==> src/rtl/cv32e40p_mac_accumulator.sv <==
// Multi-channel pipelined Q-format multiply-accumulate unit.
// S1 forms the rounded product, S2 accumulates per channel and emits results on the last beat.
module cv32e40p_mac_accumulator #(
    parameter int unsigned DATA_W = 32,
    parameter int unsigned FRAC_W = 16,
    parameter int unsigned ACC_W  = 40,
    parameter int unsigned N_CH   = 4,
    localparam int unsigned CH_W  = (N_CH > 1) ? $clog2(N_CH) : 1
) (
    input  logic              clk_i,
    input  logic              rst_n_global_i,
    input  logic              clr_i,
    input  logic              valid_i,
    output logic              ready_o,
    input  logic [CH_W-1:0]   ch_i,
    input  logic [DATA_W-1:0] a_i,
    input  logic [DATA_W-1:0] b_i,
    input  logic              last_i,
    input  logic              relu_i,
    output logic              out_valid_o,
    input  logic              out_ready_i,
    output logic [CH_W-1:0]   out_ch_o,
    output logic [DATA_W-1:0] out_data_o,
    output logic              out_sat_o,
    output logic [N_CH-1:0]   sat_o
);

    localparam int unsigned PW = 2 * DATA_W + 1;

    logic                     w_stall;
    logic                     w_accept;
    logic signed [2*DATA_W-1:0] w_a_ext;
    logic signed [2*DATA_W-1:0] w_b_ext;
    logic signed [2*DATA_W-1:0] w_prod;
    logic signed [PW-1:0]     w_prod_rnd;
    logic signed [PW-1:0]     w_prod_shr;
    logic                     w_s1_ovf;
    logic [ACC_W-1:0]         w_r_sat;

    logic                     r_s1_valid;
    logic [ACC_W-1:0]         r_s1_r;
    logic [CH_W-1:0]          r_s1_ch;
    logic                     r_s1_last;
    logic                     r_s1_relu;
    logic                     r_s1_sat;

    logic [ACC_W-1:0]         r_acc [N_CH];
    logic [N_CH-1:0]          r_pend_sat;
    logic [N_CH-1:0]          r_sat;

    logic                     w_s2_fire;
    logic [ACC_W-1:0]         w_acc_cur;
    logic [ACC_W:0]           w_sum;
    logic                     w_s2_ovf;
    logic [ACC_W-1:0]         w_s;
    logic                     w_nar_ovf;
    logic [DATA_W-1:0]        w_narrow;
    logic [DATA_W-1:0]        w_res;
    logic                     w_beat_sat;

    logic                     r_out_valid;
    logic [CH_W-1:0]          r_out_ch;
    logic [DATA_W-1:0]        r_out_data;
    logic                     r_out_sat;

    assign w_stall  = r_out_valid && !out_ready_i;
    assign ready_o  = !w_stall;
    // Out-of-range channels are accepted but never enter the pipeline.
    assign w_accept = valid_i && !w_stall && !clr_i && (32'(ch_i) < N_CH);

    assign w_a_ext    = $signed({{DATA_W{a_i[DATA_W-1]}}, a_i});
    assign w_b_ext    = $signed({{DATA_W{b_i[DATA_W-1]}}, b_i});
    assign w_prod     = w_a_ext * w_b_ext;
    assign w_prod_rnd = $signed({w_prod[2*DATA_W-1], w_prod}) + (PW'(1) << (FRAC_W - 1));
    assign w_prod_shr = w_prod_rnd >>> FRAC_W;
    assign w_s1_ovf   = !((&w_prod_shr[PW-1:ACC_W-1]) || !(|w_prod_shr[PW-1:ACC_W-1]));
    assign w_r_sat    = w_s1_ovf ? {w_prod_shr[PW-1], {(ACC_W-1){~w_prod_shr[PW-1]}}}
                                 : w_prod_shr[ACC_W-1:0];

    always_ff @(posedge clk_i or negedge rst_n_global_i) begin
        if (!rst_n_global_i) begin
            r_s1_valid <= 1'b0;
            r_s1_r     <= '0;
            r_s1_ch    <= '0;
            r_s1_last  <= 1'b0;
            r_s1_relu  <= 1'b0;
            r_s1_sat   <= 1'b0;
        end else if (clr_i) begin
            r_s1_valid <= 1'b0;
        end else if (!w_stall) begin
            r_s1_valid <= w_accept;
            if (w_accept) begin
                r_s1_r    <= w_r_sat;
                r_s1_ch   <= ch_i;
                r_s1_last <= last_i;
                r_s1_relu <= relu_i;
                r_s1_sat  <= w_s1_ovf;
            end
        end
    end

    assign w_s2_fire = r_s1_valid && !w_stall;
    assign w_acc_cur = r_acc[r_s1_ch];
    assign w_sum     = {w_acc_cur[ACC_W-1], w_acc_cur} + {r_s1_r[ACC_W-1], r_s1_r};
    assign w_s2_ovf  = w_sum[ACC_W] ^ w_sum[ACC_W-1];
    assign w_s       = w_s2_ovf ? {w_sum[ACC_W], {(ACC_W-1){~w_sum[ACC_W]}}}
                                : w_sum[ACC_W-1:0];
    assign w_nar_ovf = !((&w_s[ACC_W-1:DATA_W-1]) || !(|w_s[ACC_W-1:DATA_W-1]));
    assign w_narrow  = w_nar_ovf ? {w_s[ACC_W-1], {(DATA_W-1){~w_s[ACC_W-1]}}}
                                 : w_s[DATA_W-1:0];
    assign w_res     = (r_s1_relu && w_s[ACC_W-1]) ? '0 : w_narrow;
    // Narrowing only matters on the last beat, where the sum leaves the block.
    assign w_beat_sat = r_s1_sat || w_s2_ovf || (r_s1_last && w_nar_ovf);

    always_ff @(posedge clk_i or negedge rst_n_global_i) begin
        if (!rst_n_global_i) begin
            for (int i = 0; i < int'(N_CH); i++) begin
                r_acc[i] <= '0;
            end
            r_pend_sat <= '0;
            r_sat      <= '0;
        end else if (clr_i) begin
            for (int i = 0; i < int'(N_CH); i++) begin
                r_acc[i] <= '0;
            end
            r_pend_sat <= '0;
            r_sat      <= '0;
        end else if (w_s2_fire) begin
            r_acc[r_s1_ch] <= r_s1_last ? '0 : w_s;
            if (w_beat_sat) begin
                r_sat[r_s1_ch] <= 1'b1;
            end
            if (r_s1_last) begin
                r_pend_sat[r_s1_ch] <= 1'b0;
            end else if (w_beat_sat) begin
                r_pend_sat[r_s1_ch] <= 1'b1;
            end
        end
    end

    always_ff @(posedge clk_i or negedge rst_n_global_i) begin
        if (!rst_n_global_i) begin
            r_out_valid <= 1'b0;
            r_out_ch    <= '0;
            r_out_data  <= '0;
            r_out_sat   <= 1'b0;
        end else if (clr_i) begin
            r_out_valid <= 1'b0;
        end else if (w_s2_fire && r_s1_last) begin
            r_out_valid <= 1'b1;
            r_out_ch    <= r_s1_ch;
            r_out_data  <= w_res;
            r_out_sat   <= r_pend_sat[r_s1_ch] || w_beat_sat;
        end else if (r_out_valid && out_ready_i) begin
            r_out_valid <= 1'b0;
        end
    end

    assign out_valid_o = r_out_valid;
    assign out_ch_o    = r_out_ch;
    assign out_data_o  = r_out_data;
    assign out_sat_o   = r_out_sat;
    assign sat_o       = r_sat;

endmodule

==> config.mk <==
export PLATFORM = sky130hd
export DESIGN_NAME = cv32e40p_mac_accumulator
export DESIGN_NICKNAME = d
export VERILOG_FILES = /design/src/rtl/cv32e40p_mac_accumulator.sv
export SDC_FILE = /design/constraint.sdc
export NUM_CORES = 2
export LEC_CHECK = 0
export CELL_PAD_IN_SITES_DETAIL_PLACEMENT = 1
export CELL_PAD_IN_SITES_GLOBAL_PLACEMENT = 1
export CORE_MARGIN = 5
export CORE_UTILIZATION = 40
export DETAILED_ROUTE_END_ITERATION = 12
export PLACE_DENSITY_LB_ADDON = 0.08
export SETUP_SLACK_MARGIN = 0.15
export SLEW_MARGIN = 20
export SYNTH_ARGS = -nofsm -noshare
export SYNTH_HDL_FRONTEND = slang
export SYNTH_SLANG_ARGS = --single-unit
==> constraint.sdc <==
create_clock -name clk_i -period 20.1 [get_ports clk_i]
set_input_delay 4.02 -clock clk_i [delete_from_list [all_inputs] [get_ports clk_i]]
set_output_delay 4.02 -clock clk_i [all_outputs]
set_load 0.005 [all_outputs]
==> flow_metrics.py <==
metrics = {
    "status": {
        "status": "finished clean",
    },
    "job": {
        "maxCapViolCount": 0,
    },
    "logic_synthesis": {
        "ys_types": 78,
        "syn_avg_cell_area_um2": 9.65,
        "synth_cells": 5112,
        "ys_ff_latch": 250,
        "syn_area_um2": 49300,
        "synth_top_flop_cell": "dfrtp_1",
        "synth_warnings": 0,
        "async_reset_ff_frac": 1.00,
        "syn-num-nets": 6496,
        "synth-edff-count": 0,
        "ys_seq_area_frac": 0.127,
    },
    "routing": {
        "wl_per_cell_um": 22.0,
        "vias_per_cell": 5.29,
        "route.detailed.drc": 0,
        "totalWireLength_mm": 147,
        "routed-via-count": 35400,
        "antenna_left": 0,
        "drt_iter0_drc": 1399,
        "firstDrtPassIters": 5,
    },
    "floorplan": {
        "die_h_um": 361,
        "start_util": 0.403,
        "boundaryPins": 114,
        "fp-row-count": 128,
        "die_w_um": 361,
        "core_um2": 122000,
        "die_area_um2": 130000,
    },
    "grt": {
        "antenna_found_initial": 1,
        "grt_pass1_vias": 40800,
        "grt_usage": 0.232,
        "grt_pass1_wl_mm": 240,
        "grt_start_max_net_pins": 123,
        "globalRouteOverflowTotal": 0,
    },
    "timing": {
        "period_share": 0.695,
        "timing_max_transition_violations_final": 0,
        "hold_violations": 0,
        "slew_headroom": 0.353,
        "fmax_mhz": 71.6,
        "tns_ns": 0,
        "period_minus_slack_ns": 13.97,
        "worst_pin_slew_ns": 0.970,
        "fin_skew_ns": 0.0209,
        "finalSetupViolations": 0,
        "rsz0062_at_grt": "false",
    },
    "place": {
        "port-buffer-count": 113,
        "place.gp.congestion": 0.849,
        "hpwl_mm": 117,
    },
    "min_path": {
        "hp-class": "flop to flop",
    },
    "finish": {
        "finalNetCount": 6429,
        "layout_common_cells": "fa_1 (1091), inv_1 (969), nand2_1 (652)",
        "drive_gt1_frac": 0.0446,
        "fillers": 13800,
        "layout_commonest_cell": "fa_1",
        "syn_to_final_growth_pct": 7.51,
    },
    "setup_path": {
        "cp-end-kind": "flop",
        "worstSetupPathType": "input port to flop",
        "worstSetupStartpointType": "input port",
        "arrival_ns": 14.40,
        "crit_required_ns": 20.53,
        "slowest_stage": "fa_1",
        "cp_max_fo": 32,
        "crit_top_cell": "fa_1",
        "slowest_delay_ns": 0.97,
    },
    "clock_tree": {
        "cts_resized": 0,
        "clockBufferDepth": 3,
        "cts_buffers": 29,
        "clk_pin_slew_ns": 0.06,
        "cts_root_buf": "clkbuf_16",
        "cts_tree": "yes",
        "hold_buffers": 0,
        "h-tree-depth": 1,
        "postCtsSetupRepairBufs": 0,
        "cts.sinks": 250,
        "insertion_delay_ns": 0.57,
    },
}
## cell usage after synthesis (7+ instances only)
| cell type | number | share of area |
|---|---|---|
| fa_1 | 1091 | 0.44 |
| inv_1 | 969 | 0.074 |
| nand2_1 | 652 | 0.050 |
| and2_1 | 509 | 0.065 |
| clkbuf_1 | 283 | 0.022 |
| dfrtp_1 | 250 | 0.13 |
| ha_1 | 220 | 0.056 |
| a22o_1 | 180 | 0.032 |
| nor2_1 | 178 | 0.014 |
| a21oi_1 | 129 | 0.013 |
| o21ai_0 | 124 | 0.013 |
| xnor2_1 | 57 | 0.010 |
| mux4_2 | 41 | 0.019 |
| nand4_1 | 37 | 0.0047 |
| xor2_1 | 35 | 0.0062 |
| a21o_1 | 33 | 0.0050 |
| nor3_1 | 28 | 0.0028 |
| nand2b_1 | 20 | 0.0025 |
| o21a_1 | 18 | 0.0027 |
| o21ai_1 | 18 | 0.0018 |
| a211oi_1 | 17 | 0.0026 |
| nor4_1 | 17 | 0.0022 |
| a211o_1 | 14 | 0.0025 |
| o21bai_1 | 14 | 0.0021 |
| a31oi_1 | 12 | 0.0015 |
| nand3_1 | 12 | 0.0012 |
| or3_1 | 10 | 0.0013 |
| a221oi_1 | 9 | 0.0016 |
| o211ai_1 | 9 | 0.0014 |
| buf_1 | 8 | 0.00061 |
| mux2_2 | 7 | 0.0016 |
| mux2i_1 | 7 | 0.0014 |
| or2_2 | 7 | 0.00089 |
## per-layer routing
metal | track usage | vias to the layer above | share of wire
met5 | 0 | - | 0
li1 | - | 15500 | -
met3 | 0.0122 | 117 | 0.025
met4 | 0.0273 | 0 | 0.013
met1 | 0.321 | 19200 | 0.45
met2 | 0.419 | 507 | 0.51
## worst max-delay path: cells and delay by family
family	cells	cell delay, ns
adders and majority gates	9	5.27
AOI/OAI and AO/OA	8	2.09
xor gates and xnor gates	1	0.33
and+or+nand+nor	4	0.63
buffers and inverters	8	2.00
## layout make-up
class / count / area (um^2) / area share
multi-input combinational: 3594 / 38300 / 0.723
sequential: 250 / 6260 / 0.118
inverter: 969 / 3640 / 0.0686
tap: 1625 / 2030 / 0.0384
timing repair buffer: 201 / 1790 / 0.0338
clock buffer: 33 / 761 / 0.0144
clock inverter: 20 / 191 / 0.00361
antenna: 2 / 5.00 / 0.0000944
## registers in the layout, summed over array words and instances (netlist names)
signal / count
r_s1_last: 1
r_s1_valid: 1
r_s1_ch: 2
out_sat_o: 1
out_data_o: 32
out_ch_o: 2
r_acc: 160
r_s1_relu: 1
sat_o: 4
r_s1_sat: 1
r_s1_r: 40
out_valid_o: 1
r_pend_sat: 4
## cells by family after synthesis
group | count (synthesis) | share of synthesized area
adders and majority gates | 1311 | 0.499
buffers and inverters | 1268 | 0.0971
xor gates and xnor gates | 92 | 0.0163
and+or+nand+nor | 1501 | 0.148
DFF | 250 | 0.127
muxes | 55 | 0.0217
AOI/OAI and AO/OA | 635 | 0.0907
## per-stage QoR
stage                     std cells  instance area [um^2]  setup slack [ns]  hold slack [ns]   util
after floorplan                5112                 49300              7.28            0.445      -
after global placement         6639                 52000              5.73            0.457  0.426
after detailed placement       6639                 52000              5.48            0.469  0.426
after CTS                      6692                 53000              6.05            0.482  0.434
after global routing           6692                 53000              5.36            0.506  0.434
final                          6694                 53000              6.13            0.479  0.434
## final timing paths
| kind | slack (ns) | depth (start not counted) | start | endpoint |
|---|---|---|---|---|
| worst max-delay path | 6.13 | 30 | b_i[2] | r_s1_r[30]$_DFFE_PN0P_ |
| worst min-delay path | 0.48 | 1 | out_sat_o$_DFFE_PN0P_ | out_sat_o$_DFFE_PN0P_ |
| worst max register to register | 11.47 | 24 | r_s1_ch[0]$_DFFE_PN0P_ | out_data_o[3]$_DFFE_PN0P_ |
| worst min register to register | 0.48 | 1 | out_sat_o$_DFFE_PN0P_ | out_sat_o$_DFFE_PN0P_ |
| max in group asynchronous | 15.02 | 2 | rst_n_global_i | r_s1_ch[0]$_DFFE_PN0P_ |
| min in group asynchronous | 3.56 | 1 | rst_n_global_i | r_pend_sat[2]$_DFFE_PN0P_ |
Power is left out: the tool's default activity adds up to more than one toggle a clock period on the data nets, which glitch-free logic cannot reach.
